**src/rtl/instr_enc_pkg.sv**
```systemverilog
// Shared types and constants for instr_encoder: ALU codes, MIPS opcode/funct values,
// FSM states and the per-item encoding function.
package instr_enc_pkg;

    localparam int unsigned FIFO_W = 64;

    localparam logic [3:0] ALU_AND = 4'd0;
    localparam logic [3:0] ALU_OR  = 4'd1;
    localparam logic [3:0] ALU_ADD = 4'd2;
    localparam logic [3:0] ALU_SUB = 4'd6;
    localparam logic [3:0] ALU_SLT = 4'd7;
    localparam logic [3:0] ALU_NOR = 4'd12;

    localparam logic [5:0] OPC_RTYPE = 6'h00;
    localparam logic [5:0] OPC_ADDI  = 6'h08;
    localparam logic [5:0] OPC_SLTI  = 6'h0A;

    localparam logic [5:0] FN_ADD = 6'h20;
    localparam logic [5:0] FN_SUB = 6'h22;
    localparam logic [5:0] FN_AND = 6'h24;
    localparam logic [5:0] FN_OR  = 6'h25;
    localparam logic [5:0] FN_NOR = 6'h27;
    localparam logic [5:0] FN_SLT = 6'h2A;

    typedef enum logic [1:0] {
        ST_IDLE   = 2'd0,
        ST_STREAM = 2'd1,
        ST_DRAIN  = 2'd2
    } state_e;

    typedef struct packed {
        logic        ok;
        logic [31:0] instr;
    } enc_t;

    // Unsupported op/form combinations return ok=0 with an all-zero word.
    function automatic enc_t encode(input logic [3:0]  op,
                                    input logic        ssel,
                                    input logic [4:0]  rs1,
                                    input logic [4:0]  rs2,
                                    input logic [4:0]  rd,
                                    input logic [15:0] imm16);
        enc_t       r;
        logic [5:0] funct;
        r     = '0;
        funct = '0;
        if (ssel) begin
            r.ok = 1'b1;
            case (op)
                ALU_AND: funct = FN_AND;
                ALU_OR:  funct = FN_OR;
                ALU_ADD: funct = FN_ADD;
                ALU_SUB: funct = FN_SUB;
                ALU_SLT: funct = FN_SLT;
                ALU_NOR: funct = FN_NOR;
                default: r.ok = 1'b0;
            endcase
            if (r.ok) r.instr = {OPC_RTYPE, rs1, rs2, rd, 5'h00, funct};
        end else begin
            case (op)
                ALU_ADD: begin r.ok = 1'b1; r.instr = {OPC_ADDI, rs1, rd, imm16}; end
                ALU_SLT: begin r.ok = 1'b1; r.instr = {OPC_SLTI, rs1, rd, imm16}; end
                default: r.ok = 1'b0;
            endcase
        end
        return r;
    endfunction

    function automatic logic imm_fits16(input logic [31:0] imm);
        return (&imm[31:15]) | ~(|imm[31:15]);
    endfunction

endpackage

```
**src/rtl/instr_enc_fifo.sv**
```systemverilog
// Two-entry FIFO buffering encoded words between the input stream and the memory writer.
module instr_enc_fifo
    import instr_enc_pkg::*;
(
    input  logic              clk,
    input  logic              rst,
    input  logic              push,
    input  logic [FIFO_W-1:0] push_data,
    input  logic              pop,
    output logic [FIFO_W-1:0] pop_data,
    output logic              empty,
    output logic              full
);

    logic [FIFO_W-1:0] mem_q [2];
    logic [FIFO_W-1:0] mem_d [2];
    logic              wr_ptr_q, wr_ptr_d;
    logic              rd_ptr_q, rd_ptr_d;
    logic [1:0]        count_q, count_d;
    logic              do_push, do_pop;

    assign empty    = (count_q == 2'd0);
    assign full     = (count_q == 2'd2);
    assign pop_data = mem_q[rd_ptr_q];
    assign do_push  = push && !full;
    assign do_pop   = pop && !empty;

    // NOTE: every variable gets its default first so no path can infer a latch.
    always_comb begin
        mem_d    = mem_q;
        wr_ptr_d = wr_ptr_q;
        rd_ptr_d = rd_ptr_q;
        count_d  = count_q;
        if (do_push) begin
            mem_d[wr_ptr_q] = push_data;
            wr_ptr_d        = ~wr_ptr_q;
        end
        if (do_pop) rd_ptr_d = ~rd_ptr_q;
        case ({do_push, do_pop})
            2'b10:   count_d = count_q + 2'd1;
            2'b01:   count_d = count_q - 2'd1;
            default: count_d = count_q;
        endcase
    end

    // NOTE: state registers use non-blocking assignments so every flop samples pre-edge values.
    always_ff @(posedge clk) begin
        if (rst) begin
            wr_ptr_q <= 1'b0;
            rd_ptr_q <= 1'b0;
            count_q  <= 2'd0;
        end else begin
            wr_ptr_q <= wr_ptr_d;
            rd_ptr_q <= rd_ptr_d;
            count_q  <= count_d;
        end
    end

    // NOTE: storage is deliberately not reset; count gates its use and the top masks out_instr.
    always_ff @(posedge clk) begin
        mem_q <= mem_d;
    end

endmodule

```
**src/rtl/instr_encoder.sv**
```systemverilog
// Streams ALU items into MIPS R/I-type words with byte addresses via a 2-entry FIFO.
// Optional legality checking (drop + sticky err) is enabled by INSTR_ENCODER_CHECK_EN.
module instr_encoder
    import instr_enc_pkg::*;
#(
    parameter int DWIDTH = 32
) (
    input  logic              clk,
    input  logic              rst,
    input  logic              start,
    input  logic [DWIDTH-1:0] base_addr,
    input  logic              in_valid,
    output logic              in_ready,
    input  logic              in_last,
    input  logic [3:0]        op,
    input  logic              ssel,
    input  logic [DWIDTH-1:0] imm,
    input  logic [4:0]        rs1_id,
    input  logic [4:0]        rs2_id,
    input  logic [4:0]        rdst_id,
    output logic              out_valid,
    input  logic              out_ready,
    output logic [DWIDTH-1:0] out_instr,
    output logic [DWIDTH-1:0] out_addr,
    output logic              busy,
    output logic              done,
    output logic              err
);

    state_e            state_q, state_d;
    logic [DWIDTH-1:0] addr_q, addr_d;
    enc_t              enc;
    logic              item_ok, accept, push, pop;
    logic              fifo_empty, fifo_full;
    logic [FIFO_W-1:0] fifo_rdata;
    logic              unused_bits;

    assign enc = encode(op, ssel, rs1_id, rs2_id, rdst_id, imm[15:0]);

`ifdef INSTR_ENCODER_CHECK_EN
    logic err_q, err_d;

    assign item_ok = enc.ok && (ssel || imm_fits16(imm));
    assign err_d   = err_q | (accept & ~item_ok);
    assign err     = err_q;

    always_ff @(posedge clk) begin
        if (rst) err_q <= 1'b0;
        else     err_q <= err_d;
    end

    assign unused_bits = ^fifo_rdata[31:0];
`else
    // Illegal combinations still push, carrying the all-zero word from encode().
    assign item_ok     = 1'b1;
    assign err         = 1'b0;
    assign unused_bits = ^{fifo_rdata[31:0], imm[DWIDTH-1:16], enc.ok};
`endif

    assign in_ready  = (state_q == ST_STREAM) && !fifo_full;
    assign accept    = in_valid && in_ready;
    assign push      = accept && item_ok;
    assign out_valid = !fifo_empty;
    assign pop       = out_valid && out_ready;
    assign busy      = (state_q != ST_IDLE);
    assign out_instr = out_valid ? fifo_rdata[FIFO_W-1:32] : '0;
    assign out_addr  = addr_q;

    instr_enc_fifo u_fifo (
        .clk       (clk),
        .rst       (rst),
        .push      (push),
        .push_data ({enc.instr, 32'h0000_0000}),
        .pop       (pop),
        .pop_data  (fifo_rdata),
        .empty     (fifo_empty),
        .full      (fifo_full)
    );

    always_comb begin
        state_d = state_q;
        addr_d  = addr_q;
        done    = 1'b0;
        if (pop) addr_d = addr_q + DWIDTH'(4);
        case (state_q)
            ST_IDLE: begin
                if (start) begin
                    state_d = ST_STREAM;
                    addr_d  = base_addr;
                end
            end
            ST_STREAM: begin
                if (accept && in_last) state_d = ST_DRAIN;
            end
            ST_DRAIN: begin
                if (fifo_empty) begin
                    state_d = ST_IDLE;
                    done    = 1'b1;
                end
            end
            default: state_d = ST_IDLE;
        endcase
    end

    always_ff @(posedge clk) begin
        if (rst) begin
            state_q <= ST_IDLE;
            addr_q  <= '0;
        end else begin
            state_q <= state_d;
            addr_q  <= addr_d;
        end
    end

endmodule

```
**config.mk**
```make
export PLATFORM = sky130hd
export DESIGN_NAME = instr_encoder
export DESIGN_NICKNAME = d
export VERILOG_FILES = /design/src/rtl/instr_enc_pkg.sv /design/src/rtl/instr_enc_fifo.sv /design/src/rtl/instr_encoder.sv
export SDC_FILE = /design/constraint.sdc
export NUM_CORES = 1
export LEC_CHECK = 0
export CAP_MARGIN = 20
export CORE_MARGIN = 3
export CORE_UTILIZATION = 40
export CTS_BUF_LIST = sky130_fd_sc_hd__clkbuf_4
export DETAILED_ROUTE_END_ITERATION = 12
export GPL_TIMING_DRIVEN = 0
export PLACE_DENSITY = 0.79
export SYNTH_ARGS = -nofsm -noshare
export SYNTH_HDL_FRONTEND = slang
export SYNTH_SLANG_ARGS = --single-unit
export TNS_END_PERCENT = 1
```
**constraint.sdc**
```tcl
create_clock -name clk -period 3.55 [get_ports clk]
set_input_delay 0.71 -clock clk [delete_from_list [all_inputs] [get_ports clk]]
set_output_delay 0.71 -clock clk [all_outputs]
set_load 0.01 [all_outputs]
```
==> key figures, run 1 <==
Run status
  • Status: complete, no violations

Global route
  • Met1 Use GR: 0.232
  • Pin count of the biggest net entering global routing: 29
  • Vias in the first global route: 3,886
  • Busiest grt layer: met2
  • GR Layer Usage met3: 0.0302
  • Initial antenna violation count: 1
  • Met2 Use GR: 0.312
  • Total track usage: 0.185
  • First-pass GRT wire length: 19,000 um
  • Grt ovf: 0

Floorplanning
  • # IOs: 159
  • Core box area: 11,100 um^2
  • Die ar.: about 13,000 um^2
  • Chip height: 114 um
  • Initial Utilization: 0.418
  • Die X: 114 um
  • FP Rows: 38

Worst setup path
  • Crit Path Class: reg -> out
  • CP required: 2840 ps
  • Crit path DAT: 2520 ps
  • Crit. End Element: primary output
  • CP max FO: 10
  • Slowest cell on crit path: clkdlybuf4s50_1
  • CP most frequent cell: nor2_1
  • Reg2reg setup slack: 1170 ps
  • RR Startpoint: u_fifo.count_q[0]
  • Reg-to-Reg End: u_fifo.mem_q[106]
  • Critical path launch point type: flip-flop
  • Crit path cell chain: nor2_1 -> clkbuf_1 -> buf_1 -> nor2_1 -> clkdlybuf4s50_1
  • Max incr delay on CP: 510 ps
  • Register-to-Register Path Depth: 5

Timing
  • Worst setup slack after layout: 315 ps
  • Final hold slack: 474 ps
  • Worst-Margin Slew: 821 ps
  • Final setup fails: 0
  • Post-route setup TNS: 0 ps
  • Min Tclk post-route: around 3200 ps
  • Fmax achieved: 309 MHz
  • Final hold vios: 0
  • Unrepaired setup endpoints after global routing: no
  • Period utilization: 0.911
  • Clock skew: between 20 and 25 ps
  • Slew Limit Fails: 0
  • Rel. slew slack: 0.451

Yosys
  • Post-synthesis cell type with the largest combined area: edfxtp_1
  • Top cells by area, synth: edfxtp_1 (36%), dfxtp_1 (16%), mux2i_1 (6.1%)
  • Top-area cell type share of the netlist area: 0.363
  • Yosys Warn Count: 0
  • Mapped Cells: between 400 and 500
  • Mean post-synth cell area: 10.9 um^2
  • Async S/R FF share, synth: 0
  • Top FF cell, synth: edfxtp_1
  • Yosys cell types: 47
  • #FFs+latches synth: 94
  • Post-synth EDFFs: 56
  • Mapped cell area: roughly 4600 um^2
  • Sequential fraction of the synthesis area: 0.527

Place
  • Area after DPL: between 6000 and 7000 um^2
  • GP Congestion: roughly 0.85
  • Post-DP HPWL: 9030 um
  • Port-buffer cells: 134
  • Dpl ws: 542 ps
  • Inst Count DP: 702

Cells and area
  • Final core occ: 0.569
  • NumNets Final: 665
  • Cell area after layout: 6310 um^2
  • Commonest non-fill, non-tap cell in the layout: clkdlybuf4s50_1
  • Final Non-Filler Cells: 719
  • Fill cells: 969
  • Most frequent cells in the layout: clkdlybuf4s50_1 (134), nor2_1 (71), edfxtp_1 (56)
  • P&R area growth vs syn: 36.2%
  • Layout cells sized above 1: 0.0865

Clock network
  • Worst skew pair latency: 440 ps
  • Post-CTS setup buffers: 0
  • CTS root buf: clkbuf_4
  • CTS Buffer Depth: 2
  • CTS buffer count: 9
  • CTS Hold Bufs: 0
  • Post-CTS sizing: 0
  • H-tree Lvls: 3
  • CTS sink count: 94
  • CTS tree: built
  • Reg clk slew, reported paths: approximately 140 ps

Pwr
  • Power Total: 2.65 mW
  • Leakage power: 2.12 nW
  • Peak VDD IR: 0.000170 V
  • PwrDens: about 420 nW/um^2

Route
  • DRT Wirelength: 11,800 um
  • Drt pass-1 iters: 5
  • Routed length per placed instance: 16.5 um
  • Starting DRT DRC Count: about 250
  • Vias: around 3.8k
  • Vias per inst: 5.26
  • DRT antenna net count: 0
  • Residual DRC: 0

Flow run
  • MaxCap Viol Count: 0

Worst hold path
  • WHS Endpoint: out_addr[0]
  • Hold depth: 2
  • Hold wc startpoint: out_addr[0]
  • Worst min path class: reg -> reg
## kinds of logic after synthesis
family / after synthesis / share of synthesized area
buf+inv: 37 / 0.0389
mux: 28 / 0.0605
xor+xnor: 31 / 0.0586
compound gates: 63 / 0.103
other cells: 1 / 0.000810
simple gates: 167 / 0.205
fa+ha+maj: 2 / 0.00540
flops: 94 / 0.527
## registers in the layout (all words and copies together), names as in the netlist
name / count
u_fifo.mem_q: 56
out_addr: 32
state_q: 2
u_fifo.count_q: 2
u_fifo.rd_ptr_q: 1
u_fifo.wr_ptr_q: 1
## power by group
part | switching (mW) | total [mW] | internal (mW)
Combinational | 0.405 | 0.838 | 0.433
Sequential | 0.0659 | 1.29 | 1.22
Clock | 0.367 | 0.524 | 0.157
Total | 0.838 | 2.65 | 1.81
## critical path: cells and delay by family (launching register included)
kind / cells / cell delay, ps
AND/OR/NAND/NOR: 2 / 320
buffers and inverters: 3 / 1380
flip-flops: 1 / 390
## metal layers
| layer | vias to the layer above | share of wire |
|---|---|---|
| met3 | 27 | 0.051 |
| met5 | - | 0 |
| met2 | 115 | 0.50 |
| li1 | 1828 | - |
| met1 | 1815 | 0.41 |
| met4 | 0 | 0.033 |
## synthesized netlist by cell type (all sizes together) (5+ instances only)
cell type  number
nor2           72
buf            14
a21oi           8
a22o           11
o21ai           8
mux2i          28
nand4           8
nor3b           5
clkbuf         16
nand3          11
edfxtp         56
and2           14
and4            7
dfxtp          38
a211oi         26
inv             7
nor3            6
nand2          20
xor2           12
nor4            6
xnor2          19
## final cells by class
class / count / area [um^2] / share of cell area
plain buffers: 30 / 154 / 0.0244
flip-flops and latches: 94 / 2440 / 0.387
well taps: 140 / 175 / 0.0278
diodes: 1 / 2.50 / 0.000397
multi-input cells: 296 / 2030 / 0.322
clock inverters: 6 / 46.3 / 0.00734
repair buffers: 135 / 1360 / 0.215
clock buffers: 10 / 75.1 / 0.0119
inverters: 7 / 26.3 / 0.00417
## worst max path at each step
stage | startpoint | end | cells past startpoint
finish | u_fifo.count_q[0] | out_instr[15] | 5
global placement | in_valid | u_fifo.mem_q[106] | 4
global route | u_fifo.count_q[0] | out_instr[9] | 5
floorplan | u_fifo.count_q[0] | u_fifo.mem_q[100] | 5
detailed placement | op[1] | u_fifo.mem_q[52] | 6
CTS | u_fifo.count_q[0] | out_instr[15] | 5
Power figures use the tool's default switching activity.
==> run 2: changes to the inputs <==
PLACE_DENSITY = 0.82   (was 0.79)
clock period = 2.8 ns   (was 3.55 ns; I/O delays follow)
==> key figures, run 2 (synthesis results as in run 1) <==
Run status
  • Status: complete, no violations

Cells and area
  • Layout cells sized above 1: 0.0950
  • Max FFs per register: 56
  • N_diodes: 0
  • Biggest register: u_fifo.mem_q
  • Cell area after layout: between 6000 and 7000 um^2
  • Fill cells: 985
  • Register area: ~2400 um^2
  • Final Non-Filler Cells: between 700 and 800
  • Most frequent cells in the layout: clkdlybuf4s50_1 (134), nor2_1 (70), edfxtp_1 (56)
  • Commonest non-fill, non-tap cell in the layout: clkdlybuf4s50_1
  • NumNets Final: approximately 670
  • P&R area growth vs syn: 37.7%
  • Area of the multi-input gates: a little over 2000 um^2
  • Final core occ: 0.576

Worst setup path
  • Critical path launch point type: flip-flop
  • Max incr delay on CP: 580 ps
  • CP max FO: 10
  • RR Startpoint: u_fifo.count_q[0]
  • Slowest cell on crit path: clkdlybuf4s50_1
  • Crit Path Class: reg -> out
  • Reg2reg setup slack: approximately 420 ps
  • Crit path cell chain: nor2_2 -> clkbuf_4 -> buf_2 -> nor2_1 -> clkdlybuf4s50_1
  • CP required: 2240 ps
  • Crit path DAT: 2150 ps
  • Crit. End Element: primary output
  • Register-to-Register Path Depth: 6
  • Reg-to-Reg End: u_fifo.mem_q[112]

Timing
  • Post-route setup TNS: 0 ps
  • Final hold vios: 0
  • Worst-Margin Slew: 701 ps
  • Slew Limit Fails: 0
  • Final setup fails: 0
  • Rel. slew slack: 0.531
  • Unrepaired setup endpoints after global routing: no
  • Min Tclk post-route: 2710 ps
  • Fmax achieved: between 300 and 400 MHz
  • Period utilization: 0.967
  • Final hold slack: 470 ps
  • Worst setup slack after layout: around 91 ps
  • Clock skew: 18.2 ps

Clock network
  • CTS sink count: 94
  • CTS root buf: clkbuf_4
  • CTS buffer count: 9
  • H-tree Lvls: 3
  • Worst skew pair latency: 450 ps
  • CTS tree: built
  • CTS Hold Bufs: 0
  • Reg clk slew, reported paths: 150 ps
  • CTS Buffer Depth: 2

Place
  • Area after DPL: just over 6000 um^2
  • Post-DP HPWL: ~9400 um
  • GP Congestion: 0.894
  • Dpl ws: -67.6 ps
  • Inst Count DP: 703
  • Port-buffer cells: between 100 and 150

Floorplanning
  • Die X: 114 um
  • FP Rows: 38
  • Die ar.: 12,900 um^2
  • # IOs: about 160
  • Core box area: about 11,000 um^2
  • Initial Utilization: 0.418
  • Chip height: 114 um

Pwr
  • Peak VDD IR: approximately 0.00025 V
  • Clk pwr share: 0.236
  • Switch share: 0.301
  • P_int: around 2.5 mW
  • PwrDens: around 560 nW/um^2
  • Part of the power in combinational logic: 0.303
  • Part of the power in registers: 0.460
  • P_sw: 1.07 mW
  • Leakage power: 2.16 nW
  • Power Total: 3.56 mW

Route
  • Vias: 3,758
  • Routed length per placed instance: 17.2 um
  • Vias per inst: approximately 5.2
  • Residual DRC: 0
  • DRT Wirelength: 12,300 um
  • DRT antenna net count: 0
  • Drt pass-1 iters: 4
  • Starting DRT DRC Count: 164

Worst hold path
  • Hold wc startpoint: out_addr[1]
  • Hold depth: 2
  • Worst min path class: reg -> reg
  • WHS Endpoint: out_addr[1]

Flow run
  • MaxCap Viol Count: 0

Global route
  • Vias in the first global route: 3,932
  • Grt ovf: 0
  • Initial antenna violation count: 0
  • Pin count of the biggest net entering global routing: 21
  • Total track usage: 0.196
  • First-pass GRT wire length: 19,900 um
run 2: cell count changes in the layout (fill, tap and decap cells not counted), moves of 2 or more:
cell	before	now
clkbuf_1	16	14
buf_1	3	1
clkinvlp_4	2	0
nor2_2	0	2
bufinv_16	0	2
run 2: worst max path at each step:
| stage | from | to | cells past startpoint |
|---|---|---|---|
| after floorplan | u_fifo.count_q[0] | u_fifo.mem_q[100] | 5 |
| after global placement | in_valid | u_fifo.mem_q[106] | 4 |
| after detailed placement | op[1] | u_fifo.mem_q[52] | 6 |
| after CTS | u_fifo.count_q[0] | out_instr[23] | 5 |
| after global routing | u_fifo.count_q[0] | out_instr[27] | 5 |
| final | u_fifo.count_q[0] | out_instr[23] | 5 |
run 2: power by group through the flow:
stage	clock (mW)	combinational, mW	sequential, mW
2_1_floorplan	0	0.507	1.67
3_3_place_gp	0	1.05	1.66
3_5_place_dp	0	1.07	1.67
4_1_cts	0.865	1.09	1.63
5_1_grt	0.926	1.18	1.65
6_report	0.841	1.08	1.64
run 2: cell type report:
type	count	area share
multi-input combinational	296	0.318
buffer	30	0.0267
clock inverter	7	0.0149
tap	140	0.0275
timing repair buffer	136	0.215
clock buffer	9	0.0106
inverter	7	0.00412
sequential	94	0.383
run 2: worst max-delay path, delay by kind of cell, from the launching register on:
family | cells | cell delay (ps)
buffers and inverters | 3 | 980
DFF | 1 | 490
and+or+nand+nor | 2 | 250
run 2: timing repair:
action	in CTS	in global routing
buffers inserted	0	0
setup endpoints to repair	20	20
gates resized for setup	7	2
run 2: metal layers:
layer | vias to the layer above | global-route usage | share of wire
li1 | 1831 | - | -
met1 | 1790 | 0.255 | 0.43
met2 | 111 | 0.328 | 0.50
met3 | 26 | 0.0207 | 0.041
met4 | 0 | 0.0921 | 0.029
met5 | - | 0 | 0
==> run 3: changes to the inputs <==
CORE_ASPECT_RATIO = 0.8   (was unset)
CORE_UTILIZATION = 43   (was 40)
PLACE_DENSITY = 0.87   (was 0.82)
SETUP_SLACK_MARGIN = 0.02   (was unset)
==> key figures, run 3 (synthesis results as in run 1) <==
Clock network
  • H-tree Lvls: 3
  • Post-CTS setup buffers: 0
  • CTS Buffer Depth: 2
  • CTS Hold Bufs: 0
  • CTS sink count: 94
  • Worst skew pair latency: 460 ps
  • CTS buffer count: 9
  • Reg clk slew, reported paths: 140 ps
  • CTS root buf: clkbuf_4
  • CTS tree: built

Cells and area
  • N_diodes: 0
  • P&R area growth vs syn: 37.9%
  • Final core occ: 0.616
  • Layout cells sized above 1: 0.100
  • Cell area after layout: 6380 um^2
  • Commonest non-fill, non-tap cell in the layout: clkdlybuf4s50_1
  • Final Non-Filler Cells: 719
  • Biggest register: u_fifo.mem_q
  • Most frequent cells in the layout: clkdlybuf4s50_1 (134), nor2_1 (70), edfxtp_1 (56)
  • Max FFs per register: 56
  • NumNets Final: 666

Worst setup path
  • Crit. End Element: primary output
  • Crit path DAT: 2080 ps
  • CP max FO: 10
  • Crit Path Class: reg -> out
  • Critical path launch point type: flip-flop
  • Critical path buffer and inverter count: 3
  • Max incr delay on CP: between 500 and 600 ps
  • CP required: ~2200 ps
  • CP top delay family: buffers and inverters
  • Crit path cell chain: nor2_2 -> clkbuf_4 -> buf_2 -> nor2_1 -> clkdlybuf4s50_1
  • Reg2reg setup slack: 430 ps
  • Slowest cell on crit path: clkdlybuf4s50_1

Timing
  • Unrepaired setup endpoints after global routing: no
  • Post-route setup TNS: 0 ps
  • Fmax achieved: 379 MHz
  • Slew Limit Fails: 0
  • Worst setup slack after layout: 164 ps
  • Period utilization: 0.941
  • Min Tclk post-route: roughly 2600 ps
  • Final hold vios: 0
  • Worst-Margin Slew: 799 ps
  • Clock skew: 30.7 ps
  • Final hold slack: 477 ps
  • Rel. slew slack: 0.467
  • Final setup fails: 0

Floorplanning
  • Chip height: 98.8 um
  • Core box area: around 10,000 um^2
  • FP Rows: 33
  • # IOs: 159
  • Die ar.: 12,100 um^2
  • Initial Utilization: 0.447
  • Die X: 122 um

Route
  • Routed length per placed instance: 17.2 um
  • Vias: ~3.8k
  • Drt pass-1 iters: 4
  • Vias per inst: ~5.3
  • DRT Wirelength: 12,400 um
  • Starting DRT DRC Count: 250
  • DRT antenna net count: 0
  • Residual DRC: 0

Global route
  • Grt ovf: 0
  • Total track usage: 0.205
  • Initial antenna violation count: 0
  • First-pass GRT wire length: 19,300 um
  • Pin count of the biggest net entering global routing: 17
  • Vias in the first global route: 3,835

Run status
  • Status: complete, no violations

Pwr
  • Leakage power: 2.16 nW
  • Part of the power in combinational logic: 0.305
  • Clk pwr share: 0.234
  • Switch share: 0.301
  • Part of the power in registers: 0.461
  • Power Total: around 3.6 mW
  • P_sw: 1.07 mW
  • P_int: 2.49 mW
  • Peak VDD IR: 0.000287 V
  • PwrDens: approximately 560 nW/um^2

Place
  • Port-buffer cells: ~130
  • Post-DP HPWL: 9450 um
  • GP Congestion: between 0.9 and 1
  • Inst Count DP: 703
  • Area after DPL: 6190 um^2
  • Dpl ws: 12.3 ps

Flow run
  • MaxCap Viol Count: 0

Worst hold path
  • Worst min path class: reg -> reg
==> run 3: worst paths after layout <==
kind / from / end / depth (start not counted)
worst max-delay path: u_fifo.count_q[1] / out_instr[15] / 5
worst min-delay path: out_addr[1] / out_addr[1] / 2
worst max register to register: u_fifo.count_q[0] / u_fifo.mem_q[106] / 6
worst min register to register: out_addr[1] / out_addr[1] / 2
==> run 3: power by group through the flow <==
stage / clock network (mW) / registers [mW] / logic, mW
final: 0.834 / 1.64 / 1.08
after global routing: 0.913 / 1.65 / 1.17
after CTS: 0.857 / 1.63 / 1.09
after detailed placement: 0 / 1.67 / 1.07
after global placement: 0 / 1.66 / 1.04
after floorplan: 0 / 1.67 / 0.507
==> run 3: final cells by class <==
class / instances / area [um^2]
Inverter: 7 / 26.3
Sequential cell: 94 / 2440
Tap cell: 140 / 175
Clock inverter: 7 / 96.3
Clock buffer: 9 / 67.6
Fill cell: 827 / 3980
Buffer: 30 / 170
Multi-Input combinational cell: 296 / 2030
Timing Repair Buffer: 136 / 1370
==> run 3: worst register-to-register path: stages, from the launching register on <==
cell and delay, ps:
dfxtp_2 420, and2b_1 210, nor3b_2 220, and2_1 260
inv_1 100, nor2_2 620, buf_8 250
==> run 3: per-layer routing <==
layer / part of all wire / wire [um] / vias up / track usage
li1: - / - / 1824 / -
met1: 0.42 / 5210 / 1848 / 0.264
met2: 0.51 / 6300 / 139 / 0.354
met3: 0.057 / 703 / 19 / 0.0402
met4: 0.014 / 179 / 0 / 0.0551
met5: 0 / 0 / - / 0
==> run 3: what timing repair did <==
action / CTS / global route
hold endpoints to repair: 0 / 0
gates resized for setup: 6 / 5
setup endpoints to repair: 20 / 21
